--- src/rtl/bus_arbiter.sv ---
// bus_arbiter: shares one memory read port among NREQ BIUs; fixed priority when ARB_FIXED_PRIO_EN is defined, else round-robin
module bus_arbiter #(
  parameter int NREQ    = 3,
  parameter int MAX_OST = 8,
  parameter int AW      = 32,
  parameter int DW      = 32
) (
  input  logic               clk,
  input  logic               rst,
  input  logic [NREQ-1:0]    biu2arb_req,
  input  logic [NREQ*AW-1:0] biu2arb_addr,
  input  logic [NREQ-1:0]    biu2arb_vld,
  output logic [NREQ-1:0]    biu2arb_rdy,
  output logic [AW-1:0]      arb2biu_addr,
  output logic [DW-1:0]      arb2biu_data,
  output logic [NREQ-1:0]    arb2biu_vld,
  input  logic [NREQ-1:0]    arb2biu_rdy,
  output logic [AW-1:0]      mem_addr,
  output logic               mem_vld,
  input  logic               mem_rdy,
  input  logic [AW-1:0]      mem_rsp_addr,
  input  logic [DW-1:0]      mem_rsp_data,
  input  logic               mem_rsp_vld,
  output logic               mem_rsp_rdy,
  output logic [NREQ-1:0]    grant,
  output logic               busy
);
  localparam int PW = NREQ > 1 ? $clog2(NREQ) : 1;
  localparam int OW = $clog2(MAX_OST) + 1;
  typedef enum logic [1:0] {IDLE, GRANT, DRAIN} state_t;
  state_t          state, state_nxt;
  logic [NREQ-1:0] grant_nxt;
  logic [PW-1:0]   own, win_idx, idx;
  logic [OW-1:0]   ost;
  logic            addr_en, rsp_en, addr_hs, rsp_hs;
`ifndef ARB_FIXED_PRIO_EN
  logic [PW-1:0]   rr_ptr;
`endif
  // winner search: scanning from the lowest-priority slot down leaves the highest-priority requester
  always_comb begin
    win_idx = '0;
    idx = '0;
    for (int k = NREQ - 1; k >= 0; k--) begin
`ifdef ARB_FIXED_PRIO_EN
      idx = PW'(k);
`else
      idx = PW'((int'(rr_ptr) + k) % NREQ);
`endif
      win_idx = biu2arb_req[idx] ? idx : win_idx;
    end
  end
  // state, owner, pointer and outstanding-beat registers
  always_ff @(posedge clk) begin
    if (rst) begin
      state <= IDLE;
      grant <= '0;
      own   <= '0;
      ost   <= '0;
`ifndef ARB_FIXED_PRIO_EN
      rr_ptr <= '0;
`endif
    end else begin
      state <= state_nxt;
      grant <= grant_nxt;
      ost   <= ost + OW'(addr_hs) - OW'(rsp_hs);
      if (state == IDLE) own <= win_idx;
`ifndef ARB_FIXED_PRIO_EN
      if (state == IDLE && |biu2arb_req) rr_ptr <= win_idx == PW'(NREQ - 1) ? '0 : win_idx + PW'(1);
`endif
    end
  end
  // next state: hold grant until the owner releases and every outstanding beat has returned
  always_comb begin
    state_nxt = state == IDLE  ? (|biu2arb_req ? GRANT : IDLE) :
                state == GRANT ? (biu2arb_req[own] ? GRANT : (ost == '0 ? IDLE : DRAIN)) :
                (ost == '0 || (ost == OW'(1) && rsp_hs)) ? IDLE : DRAIN;
    grant_nxt = state_nxt == IDLE ? '0 : state == IDLE ? NREQ'(1) << win_idx : grant;
  end
  // outputs: address path only while the owner still requests and the beat budget allows
  always_comb begin
    addr_en      = state == GRANT && biu2arb_req[own] && ost != OW'(MAX_OST);
    rsp_en       = state != IDLE;
    mem_addr     = biu2arb_addr[own*AW +: AW];
    mem_vld      = addr_en && biu2arb_vld[own];
    biu2arb_rdy  = grant & {NREQ{addr_en && mem_rdy}};
    arb2biu_vld  = grant & {NREQ{rsp_en && mem_rsp_vld}};
    mem_rsp_rdy  = rsp_en && arb2biu_rdy[own];
    arb2biu_addr = mem_rsp_addr;
    arb2biu_data = mem_rsp_data;
    busy         = rsp_en;
    addr_hs      = mem_vld && mem_rdy;
    rsp_hs       = mem_rsp_vld && mem_rsp_rdy;
  end
endmodule

--- config.mk ---
export PLATFORM = sky130hd
export DESIGN_NAME = bus_arbiter
export DESIGN_NICKNAME = d
export VERILOG_FILES = /design/src/rtl/bus_arbiter.sv
export SDC_FILE = /design/constraint.sdc
export NUM_CORES = 1
export LEC_CHECK = 0
export BUFFER_PORTS_ARGS = -buffer_cell sky130_fd_sc_hd__buf_2
export CORE_AREA = 3 3 109 111
export DETAILED_ROUTE_END_ITERATION = 10
export DIE_AREA = 0 0 112 114
export GPL_ROUTABILITY_DRIVEN = 0
export PLACE_DENSITY_LB_ADDON = 0.25
export SLEW_MARGIN = 0
export SYNTH_ARGS = -nofsm -noshare
export SYNTH_HDL_FRONTEND = slang
export SYNTH_SLANG_ARGS = --single-unit
--- constraint.sdc ---
create_clock -name clk -period 2.25 [get_ports clk]
set_clock_uncertainty 0.15 [all_clocks]
set_input_delay 0.45 -clock clk [delete_from_list [all_inputs] [get_ports clk]]
set_output_delay 0.45 -clock clk [all_outputs]
set_load 0.02 [all_outputs]
==> results of run 1 <==
## worst paths after layout
kind	startpoint	end	slack (ps)
worst max-delay path	own[0]$_SDFFE_PP0N_	ost[1]$_SDFF_PP0_	-110
worst min-delay path	rr_ptr[0]$_SDFFE_PP0P_	rr_ptr[0]$_SDFFE_PP0P_	330
worst max register to register	own[0]$_SDFFE_PP0N_	ost[1]$_SDFF_PP0_	-110
worst min register to register	rr_ptr[0]$_SDFFE_PP0P_	rr_ptr[0]$_SDFFE_PP0P_	330
## flip-flops by register name, summed over array words and instances (netlist names)
name	cells
rr_ptr	2
grant	3
state	2
ost	4
own	2
## through the flow
step	setup TNS [ps]	hold slack, ps	setup WS, ps	util [%]	cell area, um2
finish	-599	329	-113	24.9	2710
global route	-1210	372	-222	24.9	2710
detailed placement	-870	328	-319	23.8	2590
CTS	-673	336	-148	24.7	2690
floorplan	-361	301	-146	-	2050
global placement	-851	320	-314	23.8	2590
## repair_timing
item	in CTS	in global routing
pin swaps	2	6
resized for setup	14	5
endpoints found under the setup margin	18	21
buffers inserted	1	0
hold buffers	0	0
cloned	0	0
hold endpoints to repair	0	0
## final cells by class
cell class / instances / share of cell area (%)
multi-input combinational: 179 / 45.1
sequential: 13 / 9.79
timing repair buffer: 174 / 35.5
inverter: 11 / 1.52
tap: 140 / 6.47
clock buffer: 4 / 1.66
## Yosys cell counts (5+ instances only)
cell      number
ha_1           9
mux2i_1       35
nor2_1         8
o21ai_0       35
clkbuf_1       6
dfxtp_1       13
and2_1         5
buf_4         65
nand2_1       44
inv_1         10
a21oi_1       13
## power by group through the flow
stage	clock network [W]	logic [W]	registers [W]
after floorplan	0	0.00111	0.000357
after global placement	0	0.00152	0.000350
after detailed placement	0	0.00153	0.000352
after CTS	0.000225	0.00156	0.000348
after global routing	0.000238	0.00171	0.000358
final	0.000220	0.00154	0.000347
## cell families after synthesis
family / Yosys count / synth area share, %
buffers and inverters: 88 / 29.5
multiplexers: 35 / 17.4
flip-flops: 13 / 12.9
adder cells (fa/ha/maj): 10 / 6.58
AO/OA/AOI/OAI: 55 / 15.0
AND/OR/NAND/NOR: 77 / 17.8
XOR/XNOR: 2 / 0.869
## worst reg2reg max path, stage by stage, from the launching register on
cell and delay (ps):
dfxtp_4 380, mux2i_2 250, a2bb2oi_2 210, a21oi_2 50
and4b_1 200, nand2_2 80, ha_4 190, inv_2 60
ha_4 120, inv_2 30, fa_2 500, nor2_1 40
## per-layer routing
layer | routed length, um | vias to the layer above
li1 | - | 1082
met1 | 2900 | 959
met2 | 3820 | 148
met3 | 893 | 2
met4 | 40 | 0
met5 | 0 | -
==> reports/metrics.cfg, run 1 <==
[pwr]
p_int_w = 0.00106
finalPower_w = 0.00210
p_sw_share_pct = 49.6
combPwrFrac_pct = 73.0
p_per_area_nw_per_um2 = 777
leakage_nw = 1.28
switchingPower_w = 0.00104
vdd_ir_drop_max_v = 0.000357
clock_power_share_pct = 10.5
p_seq_share_pct = 16.5

[worst_setup_path]
crit_cells = 11
crit_family = adder cells
cp.buffers_inverters = 2
cp-start-kind = flip-flop
cp_max_fo = 4
cp.arrival_ps = 2350
cp-end-kind = flip-flop
slowest_delay_ps = 500
critical_path.slowest_cell = fa_2
r2r_cells = 11
crit_type = reg -> reg
cp.required_ps = 2240
path_cells = mux2i_2 > a2bb2oi_2 > a21oi_2 > and4b_1 > nand2_2 > ha_4 > inv_2 > ha_4 > inv_2 > fa_2 > nor2_1

[floorplanning]
rows = 38
boundaryPins = 281
die_y_um = 114
core_um2 = 10900
die_w_um = 112
dieArea_um2 = 12800
initial_core_util_pct = 18.5

[sta]
setup_violations = 6
layout_setup_ws_ps = -113
rsz0062_at_grt = yes
max-slew-margin-rel_pct = 78.2
max_freq_mhz = 423
finalCritPeriodShare_pct = 105
fin_crit_ps = 2360
finalHoldViolCount = 0
slew_violations = 0
worst_pin_slew_ps = 322

[routing]
drtIter0Drc = 99
antenna_left = 0
vias = 2191
wire_per_inst_um = 14.7
wl_um = 7650
routed_via_density = 4.21
drtPass1Iterations = 4
drc_errors = 0

[logic_synthesis]
ys_top_cells_by_area = buf_4 24%, mux2i_1 17%, dfxtp_1 13%
yosysSeqAreaShare_pct = 12.9
synth_nets = 463
netlist_instances = 280
synthFlopType = dfxtp_1
avgSynthCellArea_um2 = 7.20
yosys_warnings = 0
synth.distinct_cells = 33
synth_top_cell_by_area = buf_4
ys_seq_elements = 13
syn_area_um2 = 2020
synth-edff-count = 0
synth_top_area_share_pct = 24.2
synthArstFlopShare_pct = 0

[finish]
drive_gt1_share_pct = 51.2
seqCellArea_um2 = 265
final_common_cell = buf_2
multi_input_area_um2 = 1220
final_cell_mix = 149 x buf_2, 43 x nand2_1, 34 x mux2i_1, 34 x o21ai_0, 20 x buf_4
stdcell_count = 521
area_growth_pct = 34.3
diodes = 0
layout.nets = 565
fill_cells = 1230

[grt]
met3_usage_pct = 4.72
grt_usage_pct = 10.8
grt_use_met2_pct = 19.0
grt_pass1_wl_um = 11300
grt_overflow = 0
grt_pass1_vias = 2175
antenna_found_initial = 0
grt_max_degree = 20
grt_busiest_layer = met2
use_met1_pct = 12.4

[run_status]
violations = setup timing
status = complete, but fails checks

[clock_network]
h-tree-depth = 1
clock_latency_ps = 250
cts_tree = yes
clk_pin_slew_worst_paths_ps = 60
cts_buffers = 3
cts_sinks = 13
clk_path_buf_depth = 2
root_buffer = clkbuf_8

[placed_design]
hpwl_um = 6640
place_inst = 516
numPortBuffers = 152

[hold_path]
whs_path_depth = 2
hold_path_class = reg -> reg

[run]
max-cap-violations = 0

Power figures use the tool's default switching activity.
==> run 2, diff against run 1 <==
==> constraint.sdc (replaced) <==
create_clock -name clk -period 1.9 [get_ports clk]
set_clock_uncertainty 0.15 [all_clocks]
set_input_delay 0.38 -clock clk [delete_from_list [all_inputs] [get_ports clk]]
set_output_delay 0.38 -clock clk [all_outputs]
set_load 0.02 [all_outputs]
==> reports/metrics.cfg, run 2 (synthesis results as in run 1) <==
[run_status]
status = complete, but fails checks
violations = setup timing

[clock_network]
cts-hold-fix-buffers = 0
clk_path_buf_depth = 2
h-tree-depth = 1
clock_latency_ps = 240
cts_buffers = 3
cts_tree = yes
cts_sinks = 13
root_buffer = clkbuf_8
clk_pin_slew_worst_paths_ps = 60

[hold_path]
hold_path_class = in -> reg
whs_path_depth = 2

[floorplanning]
die_w_um = 112
dieArea_um2 = 12800
rows = 38
initial_core_util_pct = 18.5
core_um2 = 10900
boundaryPins = 281
die_y_um = 114

[worst_setup_path]
crit_end = ost[1]$_SDFF_PP0_
cp-end-kind = flip-flop
cp-start-kind = flip-flop
critical_path.slowest_cell = fa_2
cp_max_fo = 5
rrSetupSlack_ps = -450
r2r_cells = 11
cp.arrival_ps = 2330
rr_startpoint = own[0]$_SDFFE_PP0N_
slowest_delay_ps = 500
path_cells = mux2i_1 > a2bb2oi_2 > a21oi_2 > and4b_1 > nand2_2 > ha_4 > inv_2 > ha_4 > inv_2 > fa_2 > nor2_1
r2r-end = ost[1]$_SDFF_PP0_
cp.required_ps = 1880
cp.buffers_inverters = 2
critPathLaunch = own[0]$_SDFFE_PP0N_
crit_cells = 11
crit_family = adder cells
crit_type = reg -> reg

[grt]
grt_overflow = 0
grt_max_degree = 20
grt_usage_pct = 11.3
grt_pass1_wl_um = 11900
antenna_found_initial = 0
grt_pass1_vias = 2359

[routing]
antenna_left = 0
wl_um = 8000
vias = 2244
routed_via_density = 4.22
drtIter0Drc = 101
drtPass1Iterations = 4
drc_errors = 0
wire_per_inst_um = 15.0

[pwr]
vdd_ir_drop_max_v = 0.000384
finalPower_w = 0.00283
leakage_nw = 1.40
p_per_area_nw_per_um2 = 943

[sta]
max-slew-margin-rel_pct = 79.9
finalCritPeriodShare_pct = 123
max_freq_mhz = 426
finalHoldViolCount = 0
slew_violations = 0
worst_pin_slew_ps = 298
fin_crit_ps = 2350
setup_violations = 33
layout_setup_ws_ps = -445
rsz0062_at_grt = yes

[finish]
final_cell_mix = 137 x buf_2, 43 x nand2_1, 39 x buf_4, 31 x mux2i_1, 22 x o21ai_0
final_common_cell = buf_2
diodes = 0
largest_reg_flops = 4
design_area_um2 = 3000
drive_gt1_share_pct = 57.9
layout.nets = 576
regMostFlops = ost
top_regs = ost (4), grant (3)
area_growth_pct = 48.6

[run]
max-cap-violations = 0

[placed_design]
place_ws_ps = -604
placed_cell_area_um2 = 2650
numPortBuffers = 152
hpwl_um = 6620

[run 2: per-layer routing]
layer / wire length [um] / GRT usage (%)
met5: 0 / 0
met4: 47 / 1.36
met3: 952 / 4.67
met2: 4020 / 20.3
met1: 2980 / 13.1
[run 2: worst min-delay path by stage]
stage / startpoint / slack [ps] / end
global route: rst / 310 / own[0]$_SDFFE_PP0N_
CTS: rst / 290 / own[0]$_SDFFE_PP0N_
detailed placement: grant[0]$_SDFFE_PP0N_ / 340 / grant[0]$_SDFFE_PP0N_
floorplan: rr_ptr[0]$_SDFFE_PP0P_ / 300 / rr_ptr[0]$_SDFFE_PP0P_
finish: rst / 290 / rr_ptr[0]$_SDFFE_PP0P_
global placement: grant[1]$_SDFFE_PP0N_ / 340 / grant[1]$_SDFFE_PP0N_
[run 2: worst register-to-register path, delay by kind of cell (launching register included)]
| family | cells | cell delay (ps) |
|---|---|---|
| adders and majority gates | 3 | 810 |
| DFF | 1 | 380 |
| and+or+nand+nor | 3 | 330 |
| AOI/OAI and AO/OA | 2 | 240 |
| muxes | 1 | 220 |
| buffers and inverters | 2 | 90 |
[run 2: where the power goes]
part / leakage (nW) / internal (W) / switching, W
clock: 0.0255 / 0.000145 / 0.000110
combinational: 1.26 / 0.000989 / 0.00117
sequential: 0.109 / 0.000355 / 0.0000591
[run 2: layout make-up]
cell class	instances	area (um2)
multi-input combinational	179	1320
timing repair buffer	185	1140
clock buffer	3	41.3
clock inverter	1	5.00
sequential	13	270
fill	1201	7890
tap	140	175
inverter	11	41.3
[run 2: stage by stage]
step	utilization (%)	setup TNS (ps)	std cells	hold slack [ps]
6_report	27.5	-5960	532	287
3_3_place_gp	24.4	-3550	524	335
5_1_grt	27.5	-9540	532	306
2_1_floorplan	-	-1560	280	301
4_1_cts	26.7	-7380	533	291
3_5_place_dp	24.4	-4140	524	335
[run 2: what timing repair did]
action | CTS | global route
pin swaps | 9 | 11
cloned | 2 | 0
resized for setup | 40 | 33
endpoints found under the hold margin | 0 | 0
buffers inserted | 3 | 1
endpoints found under the setup margin | 46 | 49
==> run 3, diff against run 2 <==
--- a/config.mk
+++ b/config.mk
@@ -11,6 +11,7 @@
 export DIE_AREA = 0 0 112 114
 export GPL_ROUTABILITY_DRIVEN = 0
 export PLACE_DENSITY_LB_ADDON = 0.25
+export REMOVE_ABC_BUFFERS = 1
 export SLEW_MARGIN = 0
 export SYNTH_ARGS = -nofsm -noshare
 export SYNTH_HDL_FRONTEND = slang
==> reports/metrics.cfg, run 3 (synthesis results as in run 1) <==
[sta]
slew_violations = 0
worst_pin_slew_ps = 308
max_freq_mhz = 418
max-slew-margin-rel_pct = 79.4
fin_crit_ps = 2390
rsz0062_at_grt = yes
setup_violations = 41
fin_hold_ws_ps = 299
layout_setup_ws_ps = -491
finalCritPeriodShare_pct = 126
finalHoldViolCount = 0

[placed_design]
hpwl_um = 14200
place_inst = 523
placed_cell_area_um2 = 2610
numPortBuffers = 152

[routing]
vias = 2480
drtIter0Drc = 83
drtPass1Iterations = 4
antenna_left = 0
wire_per_inst_um = 29.6
drc_errors = 0
routed_via_density = 4.62
wl_um = 15900

[clock_network]
clk_path_buf_depth = 2
clock_latency_ps = 250
root_buffer = clkbuf_8
cts_sinks = 13
cts_buffers = 3
cts_tree = yes
clk_pin_slew_worst_paths_ps = 60
h-tree-depth = 1

[worst_setup_path]
cp.arrival_ps = 2430
cp-start-kind = flip-flop
rr_startpoint = own[0]$_SDFFE_PP0N_
crit_type = reg -> reg
cp.required_ps = 1940
critPathLaunch = own[0]$_SDFFE_PP0N_
cp-end-kind = flip-flop
cp_max_fo = 4

[finish]
fill_cells = 1191
regMostFlops = ost
design_area_um2 = 3090
stdcell_count = 537
area_growth_pct = 53.0
final_cell_mix = 134 x buf_2, 38 x buf_4, 37 x nand2_1, 33 x mux2i_1, 18 x o21ai_0
drive_gt1_share_pct = 58.9
largest_reg_flops = 4
final_common_cell = buf_2
top_regs = ost (4), grant (3)
diodes = 0
layout.nets = 581

[floorplanning]
dieArea_um2 = 12800
die_w_um = 112
rows = 38
die_y_um = 114
core_um2 = 10900
initial_core_util_pct = 18.5
boundaryPins = 281

[hold_path]
worstHoldStart = rst
hold_path_class = in -> reg

[pwr]
p_int_w = 0.00158
p_per_area_nw_per_um2 = 957
combPwrFrac_pct = 77.1
p_seq_share_pct = 14.3
switchingPower_w = 0.00138
vdd_ir_drop_max_v = 0.000380
leakage_nw = 1.45
p_sw_share_pct = 46.6
clock_power_share_pct = 8.6

[grt]
grt_usage_pct = 23.0
grt_overflow = 0
grt_max_degree = 22
grt_pass1_wl_um = 20000
grt_pass1_vias = 2411
antenna_found_initial = 0

[run]
max-cap-violations = 0

[run_status]
status = complete, but fails checks
violations = setup timing

==> run 3: cell types whose count changed in the layout (fill, tap and decap cells not counted), sizes merged <==
cell and delta:
bufbuf -2, clkbuf +3, buf +5, clkinv -1
==> run 3: critical path, stage by stage, from the launching register on <==
cell,delay [ps]
dfxtp_4,380
buf_4,120
buf_8,100
mux2i_1,210
o2bb2ai_2,80
and3_1,210
ha_4,240
inv_2,60
ha_4,130
inv_2,40
fa_2,350
xor2_2,150
nor2_1,90
==> run 3: metal layers <==
| metal | up-vias | GRT usage [%] | wire length (um) |
|---|---|---|---|
| met5 | - | 0 | 0 |
| met4 | 0 | 2.64 | 284 |
| met3 | 14 | 26.0 | 3720 |
| met2 | 264 | 46.3 | 8690 |
| met1 | 1076 | 12.7 | 3210 |
| li1 | 1126 | - | - |
==> run 3: through the flow <==
| step | util, % | total power (W) | setup WS, ps | setup TNS, ps |
|---|---|---|---|---|
| after global routing | 28.3 | 0.00318 | -582 | -10710 |
| final | 28.3 | 0.00295 | -491 | -7610 |
| after detailed placement | 24.0 | 0.00223 | -644 | -2970 |
| after CTS | 25.4 | 0.00260 | -472 | -4570 |
| after global placement | 24.0 | 0.00223 | -623 | -2910 |
| after floorplan | - | 0.00147 | -2310 | -63450 |
==> run 3: power by group through the flow <==
stage	clock network (W)	logic (W)	registers, W
final	0.000254	0.00228	0.000422
after global routing	0.000268	0.00248	0.000434
after CTS	0.000258	0.00193	0.000413
after detailed placement	0	0.00182	0.000413
after global placement	0	0.00181	0.000411
after floorplan	0	0.000976	0.000493
==> run 3: worst paths after layout <==
path | endpoint | slack, ps | cells past startpoint
worst max-delay path | ost[2]$_SDFF_PP0_ | -490 | 12
worst min-delay path | ost[3]$_SDFF_PP0_ | 300 | 2
worst max register to register | ost[2]$_SDFF_PP0_ | -490 | 12
worst min register to register | rr_ptr[1]$_SDFFE_PP0P_ | 350 | 2
==> run 3: area by class of cell <==
cell class | count | area [um2] | share of cell area, %
flip-flops and latches | 13 | 270 | 8.76
repair buffers | 190 | 1210 | 39.3
well taps | 140 | 175 | 5.68
multi-input cells | 179 | 1340 | 43.5
clock buffers | 4 | 45.0 | 1.46
inverters | 11 | 41.3 | 1.34
==> run 3: repair_timing <==
action / 4_1_cts / 5_1_grt
cloned: 0 / 2
resized for setup: 29 / 74
buffers inserted: 3 / 7
endpoints found under the setup margin: 47 / 51
pin swaps: 10 / 13
endpoints found under the hold margin: 0 / 0
hold buffers: 0 / 0
